### config.mk
export PLATFORM = sky130hd
export DESIGN_NAME = aes128_seq_ctrl
export DESIGN_NICKNAME = d
export VERILOG_FILES = /design/src/rtl/aes128_ctrl_pkg.sv /design/src/rtl/aes128_round_cnt.sv /design/src/rtl/aes128_seq_ctrl.sv
export SDC_FILE = /design/constraint.sdc
export NUM_CORES = 1
export LEC_CHECK = 0
export BUFFER_PORTS_ARGS = -buffer_cell sky130_fd_sc_hd__buf_2
export CAP_MARGIN = 20
export CELL_PAD_IN_SITES_DETAIL_PLACEMENT = 2
export CELL_PAD_IN_SITES_GLOBAL_PLACEMENT = 2
export CORE_MARGIN = 2
export CORE_UTILIZATION = 35
export DETAILED_ROUTE_END_ITERATION = 6
export GPL_ROUTABILITY_DRIVEN = 0
export PLACE_DENSITY_LB_ADDON = 0.15
export SLEW_MARGIN = 10
export SYNTH_ARGS = -nofsm -noshare
export SYNTH_HDL_FRONTEND = slang
export SYNTH_SLANG_ARGS = --single-unit
export TNS_END_PERCENT = 1
### constraint.sdc
create_clock -name clk -period 3.3 [get_ports clk]
set_clock_uncertainty 0.2 [all_clocks]
set_input_delay 0.33 -clock clk [delete_from_list [all_inputs] [get_ports clk]]
set_output_delay 0.33 -clock clk [all_outputs]
set_load 0.02 [all_outputs]
### src/rtl/aes128_ctrl_pkg.sv
// Shared types and constants for the AES-128 round sequencing controller.
// The state enumeration, round count, round-index width and key-expansion length live here.
package aes128_ctrl_pkg;

    localparam int NUM_ROUNDS = 10;
    localparam int RND_W      = 4;

    localparam logic [RND_W-1:0] KEYEXP_LEN = 4'd10;

    typedef enum logic [2:0] {
        ST_IDLE,
        ST_KEYEXP,
        ST_LOAD,
        ST_ROUND,
        ST_FINAL,
        ST_DONE
    } state_e;

endpackage

### src/rtl/aes128_round_cnt.sv
// Loadable up/down round-index counter with a terminal-count compare.
// The next value is exported so the controller can register its round outputs in step with the count.
module aes128_round_cnt
    import aes128_ctrl_pkg::*;
(
    input  logic             clk,
    input  logic             reset,
    input  logic             load,
    input  logic [RND_W-1:0] load_val,
    input  logic             en,
    input  logic             up,
    input  logic [RND_W-1:0] tc_val,
    output logic [RND_W-1:0] cnt_d,
    output logic             tc
);

    localparam logic [RND_W-1:0] ONE = RND_W'(1);

    logic [RND_W-1:0] cnt_q;

    always_comb begin
        cnt_d = cnt_q;
        if (load) begin
            cnt_d = load_val;
        end else if (en) begin
            cnt_d = up ? (cnt_q + ONE) : (cnt_q - ONE);
        end
    end

    assign tc = (cnt_q == tc_val);

    always_ff @(posedge clk) begin
        if (reset) begin
            cnt_q <= '0;
        end else begin
            cnt_q <= cnt_d;
        end
    end

endmodule

### src/rtl/aes128_seq_ctrl.sv
// Sequencing controller for an iterative AES-128 datapath: key expansion, initial
// AddRoundKey load, the middle rounds, the final round and the result handshake.
//
// state  | meaning
// IDLE   | waiting for a job, in_ready high
// KEYEXP | 10 key-expansion steps, ke_round 1..10
// LOAD   | state <= text ^ round key 0 (enc) or 10 (dec)
// ROUND  | middle rounds, 1..9 (enc) or 9..1 (dec)
// FINAL  | last round without MixColumns
// DONE   | result valid, waiting for out_ready
module aes128_seq_ctrl #(
    parameter int NUM_ROUNDS = aes128_ctrl_pkg::NUM_ROUNDS
) (
    input  logic        clk,
    input  logic        reset,
    input  logic        in_valid,
    output logic        in_ready,
    input  logic        in_decrypt,
    input  logic        in_new_key,
    output logic        ke_en,
    output logic [3:0]  ke_round,
    output logic        dp_load,
    output logic        dp_en,
    output logic [3:0]  dp_round,
    output logic        dp_final,
    output logic        dp_decrypt,
    output logic        out_valid,
    input  logic        out_ready,
    output logic        key_valid,
    output logic [15:0] jobs_done
);
    import aes128_ctrl_pkg::*;

    localparam logic [RND_W-1:0] LAST_RND  = RND_W'(NUM_ROUNDS);
    localparam logic [RND_W-1:0] PEN_RND   = RND_W'(NUM_ROUNDS - 1);
    localparam logic [RND_W-1:0] FIRST_RND = RND_W'(1);

    state_e      state_q, state_d;
    logic        in_ready_q, in_ready_d;
    logic        out_valid_q, out_valid_d;
    logic        ke_en_q, ke_en_d;
    logic [3:0]  ke_round_q, ke_round_d;
    logic        dp_load_q, dp_load_d;
    logic        dp_en_q, dp_en_d;
    logic [3:0]  dp_round_q, dp_round_d;
    logic        dp_final_q, dp_final_d;
    logic        dp_decrypt_q, dp_decrypt_d;
    logic        key_valid_q, key_valid_d;
    logic [15:0] jobs_done_q, jobs_done_d;

    logic        accept;
    logic        cnt_load, cnt_en, cnt_up, cnt_tc;
    logic [3:0]  cnt_load_val, cnt_tc_val, cnt_d;

    aes128_round_cnt u_round_cnt (
        .clk      (clk),
        .reset    (reset),
        .load     (cnt_load),
        .load_val (cnt_load_val),
        .en       (cnt_en),
        .up       (cnt_up),
        .tc_val   (cnt_tc_val),
        .cnt_d    (cnt_d),
        .tc       (cnt_tc)
    );

    assign accept = in_valid & in_ready_q;

    always_comb begin
        state_d      = state_q;
        key_valid_d  = key_valid_q;
        dp_decrypt_d = dp_decrypt_q;
        jobs_done_d  = jobs_done_q;
        cnt_load     = 1'b0;
        cnt_load_val = '0;
        cnt_en       = 1'b0;
        cnt_up       = ~dp_decrypt_q;
        cnt_tc_val   = KEYEXP_LEN;

        case (state_q)
            ST_IDLE: begin
                if (accept) begin
                    dp_decrypt_d = in_decrypt;
                    cnt_load     = 1'b1;
                    if (in_new_key || !key_valid_q) begin
                        state_d      = ST_KEYEXP;
                        key_valid_d  = 1'b0;
                        cnt_load_val = FIRST_RND;
                    end else begin
                        state_d      = ST_LOAD;
                        cnt_load_val = in_decrypt ? LAST_RND : '0;
                    end
                end
            end
            ST_KEYEXP: begin
                if (cnt_tc) begin
                    state_d      = ST_LOAD;
                    key_valid_d  = 1'b1;
                    cnt_load     = 1'b1;
                    cnt_load_val = dp_decrypt_q ? LAST_RND : '0;
                end else begin
                    cnt_en = 1'b1;
                    cnt_up = 1'b1;
                end
            end
            ST_LOAD: begin
                state_d = ST_ROUND;
                cnt_en  = 1'b1;
            end
            // Counting straight through into FINAL leaves the index at 10 (enc) or 0 (dec).
            ST_ROUND: begin
                cnt_en     = 1'b1;
                cnt_tc_val = dp_decrypt_q ? FIRST_RND : PEN_RND;
                if (cnt_tc) begin
                    state_d = ST_FINAL;
                end
            end
            ST_FINAL: begin
                state_d  = ST_DONE;
                cnt_load = 1'b1;
            end
            ST_DONE: begin
                if (out_ready) begin
                    state_d     = ST_IDLE;
                    jobs_done_d = jobs_done_q + 16'd1;
                end
            end
            default: begin
                state_d  = ST_IDLE;
                cnt_load = 1'b1;
            end
        endcase

        in_ready_d  = (state_d == ST_IDLE);
        out_valid_d = (state_d == ST_DONE);
        ke_en_d     = (state_d == ST_KEYEXP);
        ke_round_d  = (state_d == ST_KEYEXP) ? cnt_d : '0;
        dp_load_d   = (state_d == ST_LOAD);
        dp_en_d     = (state_d == ST_ROUND) || (state_d == ST_FINAL);
        dp_final_d  = (state_d == ST_FINAL);
        dp_round_d  = (dp_load_d || dp_en_d) ? cnt_d : '0;
    end

    always_ff @(posedge clk) begin
        if (reset) begin
            state_q      <= ST_IDLE;
            in_ready_q   <= 1'b1;
            out_valid_q  <= 1'b0;
            ke_en_q      <= 1'b0;
            ke_round_q   <= '0;
            dp_load_q    <= 1'b0;
            dp_en_q      <= 1'b0;
            dp_round_q   <= '0;
            dp_final_q   <= 1'b0;
            dp_decrypt_q <= 1'b0;
            key_valid_q  <= 1'b0;
            jobs_done_q  <= '0;
        end else begin
            state_q      <= state_d;
            in_ready_q   <= in_ready_d;
            out_valid_q  <= out_valid_d;
            ke_en_q      <= ke_en_d;
            ke_round_q   <= ke_round_d;
            dp_load_q    <= dp_load_d;
            dp_en_q      <= dp_en_d;
            dp_round_q   <= dp_round_d;
            dp_final_q   <= dp_final_d;
            dp_decrypt_q <= dp_decrypt_d;
            key_valid_q  <= key_valid_d;
            jobs_done_q  <= jobs_done_d;
        end
    end

    assign in_ready   = in_ready_q;
    assign out_valid  = out_valid_q;
    assign ke_en      = ke_en_q;
    assign ke_round   = ke_round_q;
    assign dp_load    = dp_load_q;
    assign dp_en      = dp_en_q;
    assign dp_round   = dp_round_q;
    assign dp_final   = dp_final_q;
    assign dp_decrypt = dp_decrypt_q;
    assign key_valid  = key_valid_q;
    assign jobs_done  = jobs_done_q;

endmodule

# After elaboration in Yosys (flattened, before gate mapping)
# Cells that the tools add are included.
# op_classes
addsub	3
eq_ne	14
n_mux	28
n_bitwise	4
n_reduce_logical	14
# ops
operator	count
$mux W4	10
$pmux W3 S6	1
$add A16 B1 Y16 const B	1
$eq A3 B2 Y1 const B	4
$eq A3 B3 Y1 const B	4
$mux W3	4
$mux W1	8
$pmux W4 S2	1
$eq A3 B1 Y1 const B	2
$logic_not A3 Y1	2
$ne A2 B2 Y1 const B	3
$reduce_or A2 Y1	3
$add A4 B1 Y4 const B	1
$eq A4 B4 Y1	1
$pmux W1 S2	2
$reduce_and A2 Y1	2
$reduce_and A4 Y1	1
$sub A4 B1 Y4 const B	1
$logic_or A1 B1 Y1	3
$not A1 Y1	3
$pmux W1 S3	1
$reduce_or A3 Y1	1
$mux W2	1
$reduce_bool A2 Y1	1
other kinds (2)	2
# totals
register_bits	39
output_inout_bits	32

# Logic depth before layout (Yosys ltp)
# logic_depth
depth_word	10
ltp_mapped	11

# Cells and area by module
# A second synthesis with hierarchy kept.
# unflattened
cells_unflattened	197
hier_area_um2	1799.2
# modules_own_cells
module	n_inst	cells_per_inst	area_per_inst_um2	seq_area_each_um2
aes128_seq_ctrl	1	159	1441.4	700.7
aes128_round_cnt	1	38	357.8	80.1

# Worst setup path before layout
# OpenSTA, ideal clock, no wires.
# synth_path
path_type	register -> register
startpoint	reg u_round_cnt.cnt_q[0]
endpoint	reg u_round_cnt.cnt_q[2]
arrival_time_ps	1957
required_ps	3034
slack_ps	1078
path_stages_with_launch	12
path_buffers	1
synth_period_minus_slack_ps	2222
path_cell_list	dfxtp_1 buf_2 nand4bb_1 nand3_1 nand2_1 xnor2_1 ha_1 nor3b_1 o21ai_0 a21oi_2 mux2i_1 nor2b_1
# synth_via
elab_chain_len	6
elab_cells_between_ends	14
classes_between	2 x add/sub; 1 x eq/ne; 11 x mux
# synth_rtl
item	line_no	rtl
start: declaration	aes128_round_cnt.sv:19	logic [RND_W-1:0] cnt_q;
start signal: assignment	aes128_round_cnt.sv:36	cnt_q <= cnt_d;
$eq A4 B4 Y1	aes128_round_cnt.sv:30	assign tc = (cnt_q == tc_val);
$mux W1	aes128_seq_ctrl.sv:96	if (cnt_tc) begin
$mux W1	aes128_seq_ctrl.sv:80	case (state_q)
$mux W4	aes128_round_cnt.sv:26	cnt_d = up ? (cnt_q + ONE) : (cnt_q - ONE);
$mux W4	aes128_round_cnt.sv:25	end else if (en) begin
$mux W4 (*)	aes128_round_cnt.sv:23	if (load) begin
# Mark *: on every way between the ends. The rest lies on a longest branch, timed or not.
# A chain may end at the register's enable or synchronous reset.

# Final worst setup path
# layout_path
startpoint	reg u_round_cnt.cnt_q[1]
endpoint	reg u_round_cnt.cnt_q[2]
# The elaborated chain is that of the path after synthesis.

==> flow_metrics.tcl <==
set metrics [dict create \
    path_clk_slew_ns 0.08 \
    layout.cells.most_common "dfxtp_1" \
    hpwl_um 3800 \
    netlist.area_leader.share_pct 41.6 \
    seq_power_share_pct 55.3 \
    rows 26 \
    antenna_found_initial 0 \
    syn-cell-area_um2 1880 \
    cts_sinks 39 \
    grt_overflow 0 \
    drive_gt1_share_pct 25.3 \
    finalCritPeriodShare_pct 80.1 \
    postCtsSetupRepairBufs 0 \
    power_uw 897 \
    switching_share_pct 26.3 \
    setup_slack_ns 0.655 \
    vias 1638 \
    period_needed_ns 2.64 \
    intPower_uw 661 \
    path_cells "nand4bb_1 > nand3_1 > nand2_1 > xnor2_1 > ha_1 > nor3b_1 > o21ai_0 > a21oi_2 > mux2i_1 > nor2b_1" \
    drc 0 \
    crit_type "reg2reg" \
    ant_nets 0 \
    worstSetupEndpointType "flop" \
    cts_resized 0 \
    grt_use_total_pct 18.2 \
    syn_nets 213 \
    cp.required_ns 3.33 \
    leakagePower_uw 0.000907 \
    tritoncts.num_buffers 5 \
    vdd_drop_max_uv 143 \
    synthDistinctLibCells 55 \
    place.port_buffers 37 \
    critPathMaxStageDelay_ns 0.55 \
    synth_edf_count 0 \
    coreArea_um2 5140 \
    clock_latency_ns 0.29 \
    combPwrFrac_pct 9.0 \
    layout_common_cells "39 x dfxtp_1, 37 x buf_2, 29 x nor2_1, 15 x nand2_1, 10 x a21oi_1" \
    worst_pin_slew_ns 0.588 \
    start_kind "flop" \
    cts-root-buf "clkbuf_8" \
    via_per_inst 5.27 \
    avgSynthCellArea_um2 9.16 \
    tns_ns 0 \
    grt_pass1_wl_um 8740 \
    fp.dieW_um 77.2 \
    fmax_ghz 0.378 \
    totalWireLength_um 5040 \
    clockBufferDepth 2 \
    synth_ff_type "dfxtp_1" \
    placed_cells 303 \
    num_antenna_cells 0 \
    io_pins 38 \
    drt_first_pass_iters 4 \
    post_dp_cell_area_um2 2100 \
    async_flop_share_pct 0 \
    final_cell_area_um2 2180 \
    finalHoldViolCount 0 \
    start_util_pct 36.5 \
    first_global_vias 1681 \
    hp-class "in2reg" \
    areaGrowthSynthToFinish_pct 16.1 \
    critPathMaxFanout 9 \
    hold_buffers 0 \
    fin_nets 248 \
    switchingPower_uw 236 \
    drtIter0Drc 48 \
    drv_slew 0 \
    wl_per_cell_um 16.2 \
    slowest_stage "dfxtp_1" \
    grt_max_degree 31 \
    yosys-top-cells-area "dfxtp_1 42%, nor2_1 5.8%, xor2_1 4.2%, nand2_1 3.0%, xnor2_1 2.8%" \
    cts_tree "done" \
    h-tree-depth 2 \
    fp.dieArea_um2 5960 \
    layout.cells.non_filler 311 \
    synthCells 205 \
    yosysTopAreaCell "dfxtp_1" \
    slew_headroom_pct 60.8 \
    ys_warn_count 0 \
    ys_seq_area_share_pct 41.6 \
    rsz0062_at_grt "no" \
    p_per_area_nw_per_um2 411 \
    drv_cap 0 \
    die_h_um 77.2 \
    setup_viol 0 \
    place_ws_ns 0.766 \
    ys_ff_latch 39 \
    status "completed" \
    arrival_ns 2.68 \
    clockPowerShare_pct 35.7 \
]
==> flip-flops by register name (all words and copies together), names as in the netlist <==
| register | cells |
|---|---|
| dp_en | 1 |
| ke_round | 4 |
| u_round_cnt.cnt_q | 4 |
| out_valid | 1 |
| in_ready | 1 |
| jobs_done | 16 |
| dp_final | 1 |
| state_q | 3 |
| ke_en | 1 |
| dp_decrypt | 1 |
| dp_round | 4 |
| key_valid | 1 |
| dp_load | 1 |
==> synth_stat cells (2+ instances only) <==
cell,number
and4_4,2
buf_2,2
nand3_1,8
nand2b_1,4
nor2_1,29
xnor2_1,6
and3_1,3
nor3_1,2
and2_1,3
inv_1,6
nor2b_1,5
a21oi_2,2
xor2_1,9
nand4_1,5
clkbuf_1,3
o211ai_1,2
ha_1,2
o21ai_0,4
o21ai_1,4
nand2_1,15
or3_1,3
dfxtp_1,39
a21oi_1,10
buf_4,4
mux2i_1,2
nor2b_2,2
==> area by class of cell <==
| cell class | count | area, um^2 |
|---|---|---|
| clock buffers | 7 | 76.3 |
| fillers | 607 | 2960 |
| well taps | 70 | 87.6 |
| repair buffers | 37 | 185 |
| inverters | 7 | 26.3 |
| flip-flops and latches | 39 | 781 |
| multi-input cells | 150 | 1020 |
| clock inverters | 1 | 5.00 |
==> per-stage QoR <==
step                      hold slack, ns  util (%)
after CTS                         0.0770      42.4
after global routing               0.123      42.4
after floorplan                    0.269         -
after detailed placement           0.272      40.8
final                             0.0794      42.4
after global placement             0.256      40.8
==> layer usage <==
metal	vias to the layer above	share of wire [%]	GRT usage (%)
met5	-	0	0
met4	0	0.91	3.75
met3	6	3.6	4.35
met2	34	48	30.0
met1	816	47	24.3
li1	782	-	-
==> worst paths after layout <==
kind / slack (ns) / cells past startpoint / end / startpoint
setup / recovery: 0.66 / 10 / u_round_cnt.cnt_q[2] / u_round_cnt.cnt_q[1]
hold / removal: 0.08 / 3 / dp_decrypt / in_decrypt
setup reg to reg: 0.66 / 10 / u_round_cnt.cnt_q[2] / u_round_cnt.cnt_q[1]
hold reg to reg: 0.28 / 2 / key_valid / key_valid
==> logic make-up (layout without fill, tap and decap cells) <==
logic type               after synthesis  after routing  synth area share [%]
multiplexers                           2              2                  1.07
AND/OR/NAND/NOR                       98             98                  32.7
buffers and inverters                 16             52                  4.13
adder cells (fa/ha/maj)                2              2                  1.33
flip-flops                            39             39                  41.6
AO/OA/AOI/OAI                         33             33                  12.2
XOR/XNOR                              15             15                  7.00
==> power groups by stage <==
stage | combinational [uW] | sequential, uW | clock, uW
global route | 90.1 | 499 | 354
detailed placement | 81.5 | 507 | 0
floorplan | 62.0 | 502 | 0
CTS | 82.1 | 496 | 329
global placement | 79.7 | 506 | 0
finish | 80.6 | 496 | 320
==> worst max-delay path, delay by kind of cell (launching register included) <==
kind | cells | cell delay [ns]
AOI/OAI and AO/OA | 2 | 0.30
adders and majority gates | 1 | 0.23
muxes | 1 | 0.27
xor gates and xnor gates | 1 | 0.16
DFF | 1 | 0.55
and+or+nand+nor | 5 | 0.88
Power figures use the tool's default switching activity.
